$ cat src/rtl/instruction_fetch_unit.sv
// Instruction fetch unit: requests instruction blocks from DDR through the
// decoder load port, streams each resident block out of instruction memory
// through a small credit-controlled prefetch FIFO, and hands words to the
// decoder with a last-of-block marker.
//
// Handshakes: the decoder side is valid/ready. inst_valid stays high and
// inst_data/inst_last stay stable until the cycle inst_ready is sampled
// high; a word transfers on every rising edge where both are 1. The memory
// side is credit based: imem_rd_req is raised only while queued words plus
// reads in flight are below FIFO_DEPTH, so every returned imem_rd_valid
// always finds a free slot.
module instruction_fetch_unit #(
    parameter int INST_DATA_WIDTH = 32,
    parameter int INST_ADDR_WIDTH = 10,
    parameter int AXI_ADDR_WIDTH  = 42,
    parameter int MEM_REQ_W       = 16,
    parameter int FIFO_DEPTH      = 4
) (
    input  logic                       clk,
    input  logic                       reset,
    input  logic                       start,
    input  logic [AXI_ADDR_WIDTH-1:0]  inst_base_addr,
    input  logic [INST_ADDR_WIDTH:0]   inst_block_size,
    input  logic [15:0]                num_blocks,
    output logic [AXI_ADDR_WIDTH-1:0]  decoder_ld_addr,
    output logic [MEM_REQ_W-1:0]       decoder_ld_req_size,
    output logic                       decoder_ld_req_in,
    input  logic                       imem_block_ready,
    output logic                       imem_rd_req,
    output logic [INST_ADDR_WIDTH-1:0] imem_rd_addr,
    input  logic [INST_DATA_WIDTH-1:0] imem_rd_data,
    input  logic                       imem_rd_valid,
    output logic                       imem_rd_block_done,
    output logic [INST_DATA_WIDTH-1:0] inst_data,
    output logic                       inst_valid,
    input  logic                       inst_ready,
    output logic                       inst_last,
    output logic                       busy,
    output logic                       done
);

    localparam int BYTES = INST_DATA_WIDTH / 8;
    localparam int PW    = (FIFO_DEPTH > 1) ? $clog2(FIFO_DEPTH) : 1;
    localparam int CW    = $clog2(FIFO_DEPTH + 1);
    localparam int SW    = INST_ADDR_WIDTH + 1;

    typedef enum logic [2:0] {
        IDLE       = 3'd0,
        LOAD_REQ   = 3'd1,
        WAIT_READY = 3'd2,
        FETCH      = 3'd3,
        BLOCK_DONE = 3'd4,
        DONE       = 3'd5
    } state_t;

    state_t                     state_q;
    logic [AXI_ADDR_WIDTH-1:0]  base_q;
    logic [AXI_ADDR_WIDTH-1:0]  offset_q;
    logic [SW-1:0]              size_q;
    logic [15:0]                nblk_q;
    logic [15:0]                idx_q;
    logic [AXI_ADDR_WIDTH-1:0]  ld_addr_q;
    logic [MEM_REQ_W-1:0]       ld_size_q;
    logic                       ld_toggle_q;
    logic [SW-1:0]              rd_ptr_q;
    logic [SW-1:0]              ret_cnt_q;
    logic                       block_done_q;
    logic                       done_q;
    logic                       busy_q;

    logic [INST_DATA_WIDTH-1:0] mem_q [FIFO_DEPTH];
    logic [FIFO_DEPTH-1:0]      last_q;
    logic [PW-1:0]              wr_idx_q;
    logic [PW-1:0]              rd_idx_q;
    logic [CW-1:0]              cnt_q;
    logic [CW-1:0]              outst_q;

    logic                       in_fetch;
    logic [CW:0]                in_flight;
    logic                       credit_ok;
    logic                       push;
    logic                       pop;
    logic                       push_last;
    logic [SW-1:0]              ret_next;
    logic [AXI_ADDR_WIDTH-1:0]  size_bytes;
    logic [16:0]                idx_next;

    assign in_fetch   = (state_q == FETCH);
    assign in_flight  = {1'b0, cnt_q} + {1'b0, outst_q};
    assign credit_ok  = in_flight < (CW + 1)'(FIFO_DEPTH);
    // Returns are only accepted against an outstanding read, so stray
    // valids (outside FETCH or unsolicited) can never corrupt the queue.
    assign push       = in_fetch && imem_rd_valid && (outst_q != '0);
    assign pop        = inst_valid && inst_ready;
    assign ret_next   = ret_cnt_q + 1'b1;
    assign push_last  = (ret_next == size_q);
    assign size_bytes = AXI_ADDR_WIDTH'(size_q) * AXI_ADDR_WIDTH'(BYTES);
    assign idx_next   = {1'b0, idx_q} + 17'd1;

    assign imem_rd_req        = in_fetch && (rd_ptr_q < size_q) && credit_ok;
    assign imem_rd_addr       = rd_ptr_q[INST_ADDR_WIDTH-1:0];
    assign inst_valid         = (cnt_q != '0);
    assign inst_data          = inst_valid ? mem_q[rd_idx_q] : '0;
    assign inst_last          = inst_valid && last_q[rd_idx_q];
    assign decoder_ld_addr    = ld_addr_q;
    assign decoder_ld_req_size = ld_size_q;
    assign decoder_ld_req_in  = ld_toggle_q;
    assign imem_rd_block_done = block_done_q;
    assign done               = done_q;
    assign busy               = busy_q;

    // Prefetch FIFO payload; storage needs no reset because inst_data is
    // gated by inst_valid.
    always_ff @(posedge clk) begin
        if (push) begin
            mem_q[wr_idx_q]  <= imem_rd_data;
            last_q[wr_idx_q] <= push_last;
        end
    end

    // FIFO pointers, occupancy and reads-in-flight count.
    always_ff @(posedge clk) begin
        if (reset) begin
            wr_idx_q <= '0;
            rd_idx_q <= '0;
            cnt_q    <= '0;
            outst_q  <= '0;
        end else begin
            if (push) wr_idx_q <= wr_idx_q + 1'b1;
            if (pop)  rd_idx_q <= rd_idx_q + 1'b1;
            if (push && !pop)      cnt_q <= cnt_q + 1'b1;
            else if (!push && pop) cnt_q <= cnt_q - 1'b1;
            if (imem_rd_req && !push)      outst_q <= outst_q + 1'b1;
            else if (!imem_rd_req && push) outst_q <= outst_q - 1'b1;
        end
    end

    // Program sequencing FSM with registered load port and status pulses.
    always_ff @(posedge clk) begin
        if (reset) begin
            state_q      <= IDLE;
            base_q       <= '0;
            offset_q     <= '0;
            size_q       <= '0;
            nblk_q       <= '0;
            idx_q        <= '0;
            ld_addr_q    <= '0;
            ld_size_q    <= '0;
            ld_toggle_q  <= 1'b0;
            rd_ptr_q     <= '0;
            ret_cnt_q    <= '0;
            block_done_q <= 1'b0;
            done_q       <= 1'b0;
            busy_q       <= 1'b0;
        end else begin
            block_done_q <= 1'b0;
            done_q       <= 1'b0;
            if (imem_rd_req) rd_ptr_q  <= rd_ptr_q + 1'b1;
            if (push)        ret_cnt_q <= ret_next;
            case (state_q)
                IDLE: begin
                    if (start) begin
                        base_q   <= inst_base_addr;
                        size_q   <= inst_block_size;
                        nblk_q   <= num_blocks;
                        idx_q    <= '0;
                        offset_q <= '0;
                        busy_q   <= 1'b1;
                        if (inst_block_size == '0 || num_blocks == '0) begin
                            state_q <= DONE;
                            done_q  <= 1'b1;
                        end else begin
                            state_q <= LOAD_REQ;
                        end
                    end
                end
                LOAD_REQ: begin
                    ld_addr_q   <= base_q + offset_q;
                    ld_size_q   <= MEM_REQ_W'(size_bytes);
                    ld_toggle_q <= ~ld_toggle_q;
                    state_q     <= WAIT_READY;
                end
                WAIT_READY: begin
                    if (imem_block_ready) begin
                        rd_ptr_q  <= '0;
                        ret_cnt_q <= '0;
                        state_q   <= FETCH;
                    end
                end
                FETCH: begin
                    if (pop && inst_last) begin
                        block_done_q <= 1'b1;
                        state_q      <= BLOCK_DONE;
                    end
                end
                BLOCK_DONE: begin
                    if (idx_next < {1'b0, nblk_q}) begin
                        idx_q    <= idx_q + 1'b1;
                        offset_q <= offset_q + size_bytes;
                        state_q  <= LOAD_REQ;
                    end else begin
                        done_q  <= 1'b1;
                        state_q <= DONE;
                    end
                end
                DONE: begin
                    busy_q  <= 1'b0;
                    state_q <= IDLE;
                end
                default: state_q <= IDLE;
            endcase
        end
    end

endmodule

$ cat config.mk
export PLATFORM = sky130hd
export DESIGN_NAME = instruction_fetch_unit
export DESIGN_NICKNAME = d
export VERILOG_FILES = /design/src/rtl/instruction_fetch_unit.sv
export SDC_FILE = /design/constraint.sdc
export NUM_CORES = 1
export LEC_CHECK = 0
export CAP_MARGIN = 20
export CORE_MARGIN = 3
export CORE_UTILIZATION = 42
export DETAILED_ROUTE_END_ITERATION = 8
export SLEW_MARGIN = 30
export SYNTH_ARGS = -nofsm -noshare
export SYNTH_HDL_FRONTEND = slang
export SYNTH_SLANG_ARGS = --single-unit
$ cat constraint.sdc
create_clock -name clk -period 8.42 [get_ports clk]
set_clock_uncertainty 0.1 [all_clocks]
set_input_delay 1.684 -clock clk [delete_from_list [all_inputs] [get_ports clk]]
set_output_delay 1.684 -clock clk [all_outputs]
set_load 0.02 [all_outputs]
==> results.json <==
{
  "start_util_pct": 42.8,
  "synth_flop_cell": "dfxtp_1",
  "cts_sinks": 351,
  "ys_warn_count": 0,
  "syn2layout_area_growth_pct": 21.7,
  "drive_gt1_share_pct": 7.67,
  "fill_cells": 3680,
  "crit_chain": "inv_1, ha_1, a21o_1, a21o_1, a21oi_1, o22ai_1, o21ai_2, clkdlybuf4s50_1",
  "ant_nets": 0,
  "max_freq_ghz": 0.202,
  "core_area_mm2": 0.0400,
  "drc": 0,
  "drv_cap": 0,
  "routed-wl-met3_mm": 2.06,
  "h-tree-depth": 2,
  "fin_crit_sh_pct": 58.7,
  "crit_cells": 8,
  "cpLargestDelayFamily": "compound AO/OA/AOI/OAI gates",
  "min_period_ns": 4.95,
  "globalplace.congestion": 0.877,
  "nets": 2096,
  "outcome": "finished clean",
  "irDropWorstVdd_mv": 0.124,
  "ios": 214,
  "io_buffer_count": 208,
  "drt-initial-drc-count": 769,
  "timing.rr.end": "idx_q[13]",
  "crit_slowest_cell": "clkdlybuf4s50_1",
  "leakagePower_nw": 7.82,
  "crit_fanout": 10,
  "cts_resized": 0,
  "required_ns": 6.64,
  "wl_mm": 43.1,
  "startpoint_type": "flop",
  "clk_latency_ns": 0.57,
  "cts_buffer_depth": 3,
  "r2r-start": "idx_q[0]",
  "hold_buffers": 0,
  "cts_setup_buffers": 0,
  "maxSlewHeadroom_pct": 37.6,
  "rrSetupSlack_ns": 4.09,
  "max_stage_delay_ns": 0.72,
  "final_core_util_pct": 52.1,
  "reg2reg_depth": 16,
  "setup_viol": 0,
  "rsz0062_at_grt": "false",
  "async_reset_ff_share_pct": 0,
  "grt_pass1_wl_mm": 68.8,
  "critPathBufInv": 2,
  "synth_edf_count": 132,
  "numCtsBuffers": 39,
  "yosysSeqAreaShare_pct": 48.7,
  "slew_viol_final": 0,
  "endpoint_kind": "primary output",
  "critPathKind": "flop to primary output",
  "die-area_mm2": 0.0433,
  "fp.dieW_um": 208,
  "dr.pass1.iters": 5,
  "num_rows": 73,
  "met2_length_mm": 20.2,
  "hold_class": "flop to flop",
  "power_density_mw_per_mm2": 212,
  "synth_cell_types": 78,
  "top_layer": "met5",
  "crit_path_frequent_cell": "a21o_1",
  "vias": 13100,
  "overflow": 0,
  "cts_tree": "built",
  "syn-instance-count": 1737,
  "viasPerCell": 5.33,
  "synth_area_mm2": 0.0171,
  "endpoint": "imem_rd_req",
  "critPathLaunch": "size_q[1]",
  "cts-root-buf": "clkbuf_16",
  "finalSetupTns_ns": 0,
  "post_drt_wl_per_cell_um": 17.6,
  "clkTransAtPathRegs_ns": 0.06,
  "die_y_um": 208,
  "hold_violations": 0,
  "ys_ff_latch": 351,
  "worstPathArrival_ns": 3.16,
  "tightest_slew_ns": 0.934,
  "avgSynthCellArea_um2": 9.87,
  "grt_usage_pct": 19.5,
  "grt_pass1_vias": 12900,
  "dpl.hpwl_mm": 30.4,
  "grt_max_degree": 59,
  "antenna_found_initial": 2,
  "m1WireLength_mm": 19.8
}
-- cell usage after synthesis, drive strengths merged (3+ instances only) --
| cell type | number | area [um^2] |
|---|---|---|
| xor2 | 69 | 604 |
| nand4 | 28 | 190 |
| o2111ai | 3 | 26.3 |
| nor2 | 102 | 383 |
| xnor2 | 50 | 438 |
| nand3b | 3 | 22.5 |
| o21a | 7 | 60.1 |
| ha | 86 | 1080 |
| o21ai | 50 | 269 |
| o211ai | 11 | 82.6 |
| inv | 41 | 154 |
| o31ai | 3 | 22.5 |
| nand2b | 4 | 25.0 |
| dfxtp | 219 | 4380 |
| edfxtp | 132 | 3960 |
| nor4 | 16 | 130 |
| or3 | 25 | 156 |
| and3 | 21 | 131 |
| fa | 3 | 60.1 |
| nand3 | 48 | 240 |
| nor3 | 15 | 75.1 |
| o41ai | 5 | 58.8 |
| a31oi | 11 | 83.8 |
| mux2i | 4 | 40.0 |
| a21o | 37 | 278 |
| nand2 | 313 | 1180 |
| a41oi | 4 | 53.8 |
| or4 | 4 | 33.8 |
| nor2b | 6 | 40.0 |
| buf | 42 | 253 |
| a311oi | 3 | 26.3 |
| clkbuf | 66 | 248 |
| nor4b | 6 | 73.8 |
| and2 | 45 | 282 |
| a211oi | 5 | 37.5 |
| a21oi | 187 | 943 |
| mux4 | 33 | 743 |
-- sequential cells by signal, summed over array words and instances (netlist names), 4 cells and up, named ones only --
register and cells:
decoder_ld_addr 42, idx_q 16, rd_ptr_q 11, base_q 42
mem_q 128, last_q 4, decoder_ld_req_size 11, size_q 11
ret_cnt_q 11, nblk_q 16, offset_q 40
-- kinds of logic after synthesis --
logic type                 count (synthesis)  synth area share (%)
DFF                                      351                  48.7
other                                      1                0.0219
adders and majority gates                 89                  6.63
buffers and inverters                    149                  3.82
muxes                                     37                  4.57
AOI/OAI and AO/OA                        348                  12.5
and+or+nand+nor                          643                  17.6
xor gates and xnor gates                 119                  6.08
-- placed cells by master, fill, tap and decap left out, types with 6 or more instances in the layout --
cell type	synthesis	layout
o21ai_0	43	43
xnor2_1	50	50
nand2_1	311	311
o211ai_1	11	11
nor2_1	102	102
inv_1	41	41
a31oi_1	10	10
edfxtp_1	132	132
nor4_1	14	14
o21a_1	6	6
buf_4	18	19
nand3_1	48	48
a21o_1	37	37
ha_1	86	86
clkdlybuf4s50_1	0	207
xor2_1	69	69
nor3_1	15	14
clkbuf_16	0	39
dfxtp_1	219	218
a21oi_1	185	184
or3_1	25	25
and2_1	44	44
clkinv_2	0	8
nand4_1	27	27
mux4_2	33	33
and3_1	21	21
-- cell type report --
| class | count | area (um^2) | area share [%] |
|---|---|---|---|
| Sequential cell | 351 | 8350 | 40.0 |
| Multi-Input combinational cell | 1241 | 8170 | 39.2 |
| Timing Repair Buffer | 226 | 2210 | 10.6 |
| Clock buffer | 48 | 1060 | 5.08 |
| Tap cell | 525 | 657 | 3.15 |
| Clock inverter | 23 | 248 | 1.19 |
| Inverter | 41 | 154 | 0.738 |
| Antenna cell | 1 | 2.50 | 0.0120 |
-- per-layer routing --
| layer | vias to the layer above | track usage, % |
|---|---|---|
| li1 | 6468 | - |
| met1 | 6242 | 26.2 |
| met2 | 315 | 32.5 |
| met3 | 67 | 3.15 |
| met4 | 2 | 6.30 |
| met5 | - | 0 |
-- worst min path at each step --
| stage | from | depth (start not counted) | endpoint | slack [ns] |
|---|---|---|---|---|
| 5_1_grt | base_q[0] | 2 | base_q[0] | 0.37 |
| 3_5_place_dp | decoder_ld_addr[15] | 2 | decoder_ld_addr[15] | 0.34 |
| 2_1_floorplan | base_q[0] | 2 | decoder_ld_addr[0] | 0.33 |
| 6_report | decoder_ld_addr[8] | 2 | decoder_ld_addr[8] | 0.35 |
| 4_1_cts | decoder_ld_addr[15] | 2 | decoder_ld_addr[15] | 0.35 |
| 3_3_place_gp | decoder_ld_addr[4] | 2 | decoder_ld_addr[4] | 0.34 |
-- metrics by stage --
stage                     total power (W)  hold WS (ns)  instance area [um^2]  instances  worst slack [ns]
after floorplan                   0.00240         0.332                 17200       1741              4.72
after global placement            0.00274         0.339                 19500       2384              4.07
after detailed placement          0.00275         0.344                 19500       2384              4.05
after CTS                         0.00449         0.351                 20900       2455              3.44
after global routing              0.00462         0.369                 20900       2455              3.26
final                             0.00443         0.347                 20900       2456              3.47
-- where the power goes --
part	internal, W	leakage [nW]	switching (W)
registers	0.00181	2.96	0.0000444
logic	0.000388	4.22	0.000461
clock network	0.00103	0.641	0.000698
total	0.00322	7.82	0.00120
-- worst min-delay path, stage by stage, from the launching register on --
cell and delay, ns:
dfxtp_1 0.30, nand2_1 0.05, a21oi_1 0.05
Power figures use the tool's default switching activity.
